## src/rtl/sba_preload_seq.sv

```systemverilog
// Streams a block of 32-bit words into system memory via the debug module's SBA registers over DMI:
// configure SBCS, set SBAddress0, push SBData0 with autoincrement, and poll SBCS at checkpoints.
module sba_preload_seq #(
   parameter int unsigned CheckEvery = 128,
   parameter int unsigned MaxRetries = 15,
   parameter int unsigned CntW       = 16
) (
   input  logic            clk_i,
   input  logic            rst_i,
   input  logic            start_i,
   input  logic [31:0]     base_addr_i,
   input  logic [CntW-1:0] word_cnt_i,
   input  logic [31:0]     wdata_i,
   input  logic            wvalid_i,
   output logic            wready_o,
   output logic            dmi_req_valid_o,
   input  logic            dmi_req_ready_i,
   output logic [6:0]      dmi_req_addr_o,
   output logic [1:0]      dmi_req_op_o,
   output logic [31:0]     dmi_req_data_o,
   input  logic            dmi_resp_valid_i,
   output logic            dmi_resp_ready_o,
   input  logic [31:0]     dmi_resp_data_i,
   input  logic [1:0]      dmi_resp_op_i,
   output logic            busy_o,
   output logic            done_o,
   output logic            err_o,
   output logic [1:0]      err_code_o
);

   localparam int unsigned CkW = $clog2(CheckEvery + 1);
   localparam int unsigned RtW = $clog2(MaxRetries + 2);

   localparam logic [6:0]  AddrSbcs  = 7'h38;
   localparam logic [6:0]  AddrSbAdr = 7'h39;
   localparam logic [6:0]  AddrSbDat = 7'h3C;
   localparam logic [1:0]  OpRead    = 2'd1;
   localparam logic [1:0]  OpWrite   = 2'd2;
   localparam logic [31:0] SbcsCfg   = 32'h0005_0000;

   typedef enum logic [3:0] {
      S_IDLE, S_CFG_REQ, S_CFG_WAIT, S_ADDR_REQ, S_ADDR_WAIT, S_FETCH,
      S_DATA_REQ, S_DATA_WAIT, S_POLL_REQ, S_POLL_WAIT, S_DONE, S_ERR
   } state_e;

   state_e          state_q, state_d;
   logic [31:0]     base_q, base_d;
   logic [CntW-1:0] cnt_q, cnt_d;
   logic [CntW-1:0] wd_q, wd_d, wd_inc;
   logic [CkW-1:0]  ck_q, ck_d, ck_inc;
   logic [RtW-1:0]  retry_q, retry_d;
   logic [31:0]     hold_q, hold_d;
   logic            err_q, err_d;
   logic [1:0]      code_q, code_d;

   logic            req_valid_q, req_valid_d;
   logic [6:0]      req_addr_q, req_addr_d;
   logic [1:0]      req_op_q, req_op_d;
   logic [31:0]     req_data_q, req_data_d;
   logic            resp_ready_q, resp_ready_d;
   logic            wready_q, wready_d;
   logic            busy_q, busy_d;
   logic            done_q, done_d;

   logic            req_fire, resp_take, resp_ok, resp_busy, resp_fail;
   logic            unused_resp_bits;

   assign req_fire  = req_valid_q && dmi_req_ready_i;
   assign resp_take = dmi_resp_valid_i && resp_ready_q;
   assign resp_ok   = resp_take && (dmi_resp_op_i == 2'd0);
   assign resp_busy = resp_take && (dmi_resp_op_i == 2'd3);
   assign resp_fail = resp_take && (dmi_resp_op_i != 2'd0) && (dmi_resp_op_i != 2'd3);
   assign unused_resp_bits = ^{dmi_resp_data_i[31:23], dmi_resp_data_i[20:15], dmi_resp_data_i[11:0]};

   // Next-state and datapath update.
   always_comb begin
      state_d = state_q;
      base_d  = base_q;
      cnt_d   = cnt_q;
      wd_d    = wd_q;
      ck_d    = ck_q;
      retry_d = retry_q;
      hold_d  = hold_q;
      err_d   = err_q;
      code_d  = code_q;
      wd_inc  = wd_q + CntW'(1);
      ck_inc  = ck_q + CkW'(1);

      case (state_q)
         S_IDLE: begin
            if (start_i) begin
               err_d  = 1'b0;
               code_d = 2'd0;
               if (word_cnt_i == '0) begin
                  state_d = S_DONE;
               end else begin
                  base_d  = base_addr_i;
                  cnt_d   = word_cnt_i;
                  wd_d    = '0;
                  ck_d    = '0;
                  retry_d = '0;
                  state_d = S_CFG_REQ;
               end
            end
         end
         S_CFG_REQ:  if (req_fire) state_d = S_CFG_WAIT;
         S_CFG_WAIT: begin
            if (resp_ok)        state_d = S_ADDR_REQ;
            else if (resp_busy) state_d = S_CFG_REQ;
         end
         S_ADDR_REQ:  if (req_fire) state_d = S_ADDR_WAIT;
         S_ADDR_WAIT: begin
            if (resp_ok)        state_d = S_FETCH;
            else if (resp_busy) state_d = S_ADDR_REQ;
         end
         S_FETCH: begin
            if (wvalid_i && wready_q) begin
               hold_d  = wdata_i;
               state_d = S_DATA_REQ;
            end
         end
         S_DATA_REQ:  if (req_fire) state_d = S_DATA_WAIT;
         S_DATA_WAIT: begin
            if (resp_ok) begin
               wd_d = wd_inc;
               // Last word and checkpoint coinciding still yields a single poll.
               if ((wd_inc == cnt_q) || (ck_inc == CkW'(CheckEvery))) begin
                  ck_d    = '0;
                  state_d = S_POLL_REQ;
               end else begin
                  ck_d    = ck_inc;
                  state_d = S_FETCH;
               end
            end else if (resp_busy) begin
               state_d = S_DATA_REQ;
            end
         end
         S_POLL_REQ:  if (req_fire) state_d = S_POLL_WAIT;
         S_POLL_WAIT: begin
            if (resp_ok) begin
               if (dmi_resp_data_i[22] || (dmi_resp_data_i[14:12] != 3'd0)) begin
                  state_d = S_ERR;
                  code_d  = 2'd3;
               end else if (dmi_resp_data_i[21]) begin
                  state_d = S_POLL_REQ;
               end else if (wd_q == cnt_q) begin
                  state_d = S_DONE;
               end else begin
                  state_d = S_FETCH;
               end
            end else if (resp_busy) begin
               state_d = S_POLL_REQ;
            end
         end
         S_DONE:  state_d = S_IDLE;
         S_ERR:   state_d = S_IDLE;
         default: state_d = S_IDLE;
      endcase

      // Retry accounting shared by every WAIT phase; sbbusy re-reads arrive as success.
      if (resp_ok) retry_d = '0;
      if (resp_busy) begin
         if (retry_q == RtW'(MaxRetries)) begin
            state_d = S_ERR;
            code_d  = 2'd2;
         end else begin
            retry_d = retry_q + RtW'(1);
         end
      end
      if (resp_fail) begin
         state_d = S_ERR;
         code_d  = 2'd1;
      end
      if (state_d == S_ERR) err_d = 1'b1;
   end

   // Registered outputs derived from the state being entered.
   always_comb begin
      req_valid_d = 1'b0;
      req_addr_d  = req_addr_q;
      req_op_d    = req_op_q;
      req_data_d  = req_data_q;
      case (state_d)
         S_CFG_REQ: begin
            req_valid_d = 1'b1;
            req_addr_d  = AddrSbcs;
            req_op_d    = OpWrite;
            req_data_d  = SbcsCfg;
         end
         S_ADDR_REQ: begin
            req_valid_d = 1'b1;
            req_addr_d  = AddrSbAdr;
            req_op_d    = OpWrite;
            req_data_d  = base_d;
         end
         S_DATA_REQ: begin
            req_valid_d = 1'b1;
            req_addr_d  = AddrSbDat;
            req_op_d    = OpWrite;
            req_data_d  = hold_d;
         end
         S_POLL_REQ: begin
            req_valid_d = 1'b1;
            req_addr_d  = AddrSbcs;
            req_op_d    = OpRead;
            req_data_d  = 32'h0;
         end
         default: req_valid_d = 1'b0;
      endcase
      resp_ready_d = (state_d == S_CFG_WAIT) || (state_d == S_ADDR_WAIT) ||
                     (state_d == S_DATA_WAIT) || (state_d == S_POLL_WAIT);
      wready_d     = (state_d == S_FETCH);
      busy_d       = (state_d != S_IDLE);
      done_d       = (state_d == S_DONE);
   end

   always_ff @(posedge clk_i) begin
      if (rst_i) begin
         state_q      <= S_IDLE;
         base_q       <= '0;
         cnt_q        <= '0;
         wd_q         <= '0;
         ck_q         <= '0;
         retry_q      <= '0;
         hold_q       <= '0;
         err_q        <= 1'b0;
         code_q       <= 2'd0;
         req_valid_q  <= 1'b0;
         req_addr_q   <= '0;
         req_op_q     <= '0;
         req_data_q   <= '0;
         resp_ready_q <= 1'b0;
         wready_q     <= 1'b0;
         busy_q       <= 1'b0;
         done_q       <= 1'b0;
      end else begin
         state_q      <= state_d;
         base_q       <= base_d;
         cnt_q        <= cnt_d;
         wd_q         <= wd_d;
         ck_q         <= ck_d;
         retry_q      <= retry_d;
         hold_q       <= hold_d;
         err_q        <= err_d;
         code_q       <= code_d;
         req_valid_q  <= req_valid_d;
         req_addr_q   <= req_addr_d;
         req_op_q     <= req_op_d;
         req_data_q   <= req_data_d;
         resp_ready_q <= resp_ready_d;
         wready_q     <= wready_d;
         busy_q       <= busy_d;
         done_q       <= done_d;
      end
   end

   assign wready_o         = wready_q;
   assign dmi_req_valid_o  = req_valid_q;
   assign dmi_req_addr_o   = req_addr_q;
   assign dmi_req_op_o     = req_op_q;
   assign dmi_req_data_o   = req_data_q;
   assign dmi_resp_ready_o = resp_ready_q;
   assign busy_o           = busy_q;
   assign done_o           = done_q;
   assign err_o            = err_q;
   assign err_code_o       = code_q;

endmodule

```

## config.mk

```make
export PLATFORM = sky130hd
export DESIGN_NAME = sba_preload_seq
export DESIGN_NICKNAME = d
export VERILOG_FILES = /design/src/rtl/sba_preload_seq.sv
export SDC_FILE = /design/constraint.sdc
export NUM_CORES = 1
export LEC_CHECK = 0
export ABC_AREA = 1
export CAP_MARGIN = 20
export CORE_AREA = 2 2 123 125
export CTS_CLUSTER_SIZE = 40
export DETAILED_ROUTE_END_ITERATION = 16
export DIE_AREA = 0 0 125 127
export GPL_TIMING_DRIVEN = 1
export PLACE_DENSITY_LB_ADDON = 0.12
export SLEW_MARGIN = 20
export SYNTH_ARGS = -nofsm -noshare
export SYNTH_HDL_FRONTEND = slang
export SYNTH_SLANG_ARGS = --single-unit
```

## constraint.sdc

```tcl
create_clock -name clk_i -period 3.7 [get_ports clk_i]
set_clock_uncertainty 0.05 [all_clocks]
set_input_delay 0.37 -clock clk_i [delete_from_list [all_inputs] [get_ports clk_i]]
set_output_delay 0.37 -clock clk_i [all_outputs]
set_load 0.005 [all_outputs]
```

==> flow_summary.yaml, run 1 <==
floorplanning:
  die_y_um: 127
  die-area_um2: 15880
  io-pin-count: 169
  die_w_um: 125
  coreArea_um2: 14420
  rows: 44
  initial_utilization: 0.5447
logic_synthesis:
  synthTopCellsByArea: "dfxtp_1 (40%), nand2_1 (13%), nor2_1 (7.6%)"
  synth_top_family_by_area: "simple AND/OR/NAND/NOR gates"
  synth_area_um2: 7856
  synthMuxAreaShare: 0.008919
  syn_area_per_cell_um2: 6.744
  synth_fa_ha_area_frac: 0.004778
  yosysSeqAreaShare: 0.4026
  synth_xor_area_frac: 0.02341
  synth-main-ff-cell: "dfxtp_1"
  synth.yosys.warnings: 0
  synth_cells: 1165
  synth-simple-area-share: 0.3298
  yosysTopAreaCellShare: 0.4026
  ys_async_sr_fraction: 0
  synth-seq-cells: 158
  synthDistinctLibCells: 44
  synth_edf_count: 0
  yosysTopAreaCell: "dfxtp_1"
  synth-compound-area-share: 0.1140
finish:
  layoutNonFillerInstCount: 1482
  final_core_util: 0.6880
  drive_gt1_frac: 0.07627
  diodes: 0
  area_growth_pct: 26.31
  final_nets: 1408
  multi_input_area_um2: 3797
  fillCellCount: 1303
  seq_area_um2: 3163
drt:
  via_per_inst: 5.177
  first_pass_iters: 6
  drc: 0
  drt-initial-drc-count: 515
  drt-total-wl_um: 20660
  routedWlPerCell_um: 13.94
  vias: 7672
  ant_nets: 0
status:
  status: "completed"
clock_network:
  holdBufCountCts: 0
  post-cts-setup-buffers: 0
  cts_tree: "built"
  h-tree-depth: 4
  cts_resized: 0
  clk_latency_ns: 0.43
  root_buffer: "clkbuf_16"
  cts_buffer_depth: 2
  cts_buffers: 17
  path_clk_slew_ns: 0.06
  clock_sinks: 158
critical_path:
  reg2reg_slack_ns: 0.39
  worstPathRequired_ns: 3.97
  start_kind: "flop"
  critPathMaxFanout: 24
  criticalPathCategory: "flop to flop"
  critPathArrivalTime_ns: 3.58
  worst_setup_path_end_kind: "flop"
power_and_ir_drop:
  cellPowerDensity_nw_per_um2: 423.8
  switchingPower_mw: 1.128
  p_comb_frac: 0.146
  ir_worst_vdd_mv: 0.3371
  p_int_mw: 3.077
  power_frac_seq: 0.433
  sw_frac_of_total: 0.2682
  clock_power_share: 0.420
  p_leak_nw: 4.238
grt:
  grt-ovfl-total: 0
  track_usage: 0.2608
  grt_pass1_vias: 7198
  grt_pass1_wl_um: 33910
  antenna_found_initial: 0
  grt_max_degree: 92
place:
  numPortBuffers: 139
  dpl.hpwl_um: 13630
  gp_congestion: 0.9033
  dp_cells: 1449
sta:
  final_max_slew_viol_count: 0
  fmax_mhz: 301.8
  fin_crit_sh: 0.8955
  finalSetupViolCount: 0
  setup_tns_ns: 0
  final.min_clock_period_ns: 3.313
  worstMarginPinSlew_ns: 1.009
  slew_headroom: 0.3275
  rsz0062_at_grt: "no"
  finalHoldViolCount: 0
min_path:
  hold_path_class: "input pin to flop"
run:
  max-cap-violations: 0
area by class of cell:
cell class              instances  share of cell area
inverters                     166             0.06279
multi-input cells             786              0.3827
repair buffers                156              0.1526
flip-flops and latches        158              0.3187
clock inverters                14             0.01576
well taps                     184             0.02320
clock buffers                  18             0.04426
routing by layer:
| layer | global-route usage | wire length (um) |
|---|---|---|
| met5 | 0 | 0 |
| met2 | 0.4425 | 9933 |
| met3 | 0.06658 | 1265 |
| met4 | 0.09281 | 399 |
| met1 | 0.3234 | 9060 |
final timing paths:
check | startpoint | to | cells past startpoint
worst max-delay path | wd_q[1]$_SDFFE_PP0P_ | dmi_req_op_o[1]$_SDFFE_PP0P_ | 18
worst min-delay path | rst_i | wd_q[0]$_SDFFE_PP0P_ | 4
worst max register to register | wd_q[1]$_SDFFE_PP0P_ | dmi_req_op_o[1]$_SDFFE_PP0P_ | 18
worst min register to register | dmi_req_data_o[20]$_SDFFE_PP0P_ | dmi_req_data_o[20]$_SDFFE_PP0P_ | 2
flip-flops by register name, indices dropped and copies added (netlist names), 2 cells and up:
register / flops
cnt_q: 16
hold_q: 32
err_code_o: 2
dmi_req_addr_o: 3
base_q: 32
wd_q: 16
state_q: 4
retry_q: 5
dmi_req_data_o: 32
ck_q: 8
dmi_req_op_o: 2
cell families (layout without fill, tap and decap cells):
family | Yosys count | count (layout)
fa+ha+maj | 3 | 3
flops | 158 | 158
xor+xnor | 21 | 21
buf+inv | 223 | 354
other cells | 1 | 2
mux | 7 | 7
simple gates | 586 | 587
compound gates | 166 | 166
critical path, stage by stage, from the launching register on:
cell and delay, ns:
dfxtp_1 0.42, ha_1 0.24, nand3_2 0.16, nor2_1 0.26, nand2_1 0.08, nand2_1 0.06, nand2_1 0.04, nor2_1 0.12
nand2_1 0.09, nor2_2 0.13, nand2_4 0.10, nand3_4 0.11, nand2_2 0.08, inv_2 0.12, nor2_4 0.10, nand2_4 0.28
nand3_2 0.43, o21bai_1 0.27, inv_1 0.05
per-stage QoR:
step	hold WS [ns]	total power, mW	cell area [um2]	setup slack (ns)
after detailed placement	0.3983	2.468	9321	0.2301
after CTS	0.3632	4.225	9917	0.3114
after floorplan	0.3852	2.213	7860	1.290
after global routing	0.3785	4.377	9923	0.05590
final	0.3784	4.205	9923	0.3868
after global placement	0.3990	2.461	9321	0.3058
synth_stat cells (2+ instances only):
| library cell | count |
|---|---|
| buf_4 | 10 |
| o21ai_0 | 68 |
| nor3_1 | 10 |
| a311oi_1 | 3 |
| nand2_1 | 265 |
| o22ai_1 | 2 |
| nand3b_1 | 10 |
| nand4_1 | 42 |
| nand2_4 | 2 |
| a211oi_1 | 8 |
| o21ai_1 | 6 |
| nand3_2 | 4 |
| a21oi_1 | 68 |
| or2_2 | 13 |
| nor2_4 | 3 |
| clkinv_1 | 4 |
| nor2_2 | 8 |
| nand3_1 | 62 |
| nand3_4 | 2 |
| dfxtp_1 | 158 |
| inv_2 | 8 |
| xnor2_1 | 6 |
| inv_1 | 154 |
| buf_1 | 3 |
| buf_2 | 11 |
| buf_6 | 3 |
| xor2_1 | 15 |
| nand2_2 | 3 |
| nor4_1 | 2 |
| mux2i_1 | 7 |
| ha_1 | 3 |
| o21ai_2 | 3 |
| clkbuf_1 | 30 |
| nor2_1 | 159 |
power by group through the flow:
stage	clock [mW]	sequential [mW]	combinational, mW
after floorplan	0	1.85	0.361
after CTS	1.79	1.82	0.613
after global placement	0	1.86	0.603
after global routing	1.86	1.83	0.686
after detailed placement	0	1.86	0.608
final	1.77	1.82	0.615
placed cells by master (no fill, tap or decap), drive strengths merged:
cell and count:
nand2 270, nor2 171, inv 168, dfxtp 158
clkdlybuf4s50 138, o21ai 77, a21oi 69, nand3 68
nand4 42, clkbuf 18, buf 18, xor2 15
or2 13, nand3b 10, nor3 10, clkinv 10
a211oi 8, mux2i 7, xnor2 6, a311oi 3
ha 3, nor4 2, o22ai 2, conb 2
bufinv 2, o211ai 1, a21boi 1, nor3b 1
o21bai 1, a31oi 1, a21o 1, o21a 1
o31ai 1
Note: power is estimated with default switching activity, not from simulation.
==> run 2: changes to the inputs <==
--- a/config.mk
+++ b/config.mk
@@ -6,7 +6,6 @@
 export NUM_CORES = 1
 export LEC_CHECK = 0
 export ABC_AREA = 1
-export CAP_MARGIN = 20
 export CORE_AREA = 2 2 123 125
 export CTS_CLUSTER_SIZE = 40
 export DETAILED_ROUTE_END_ITERATION = 16
==> results of run 2 <==
Same layout as run 1: the final DEF is identical, and so are final timing and power.
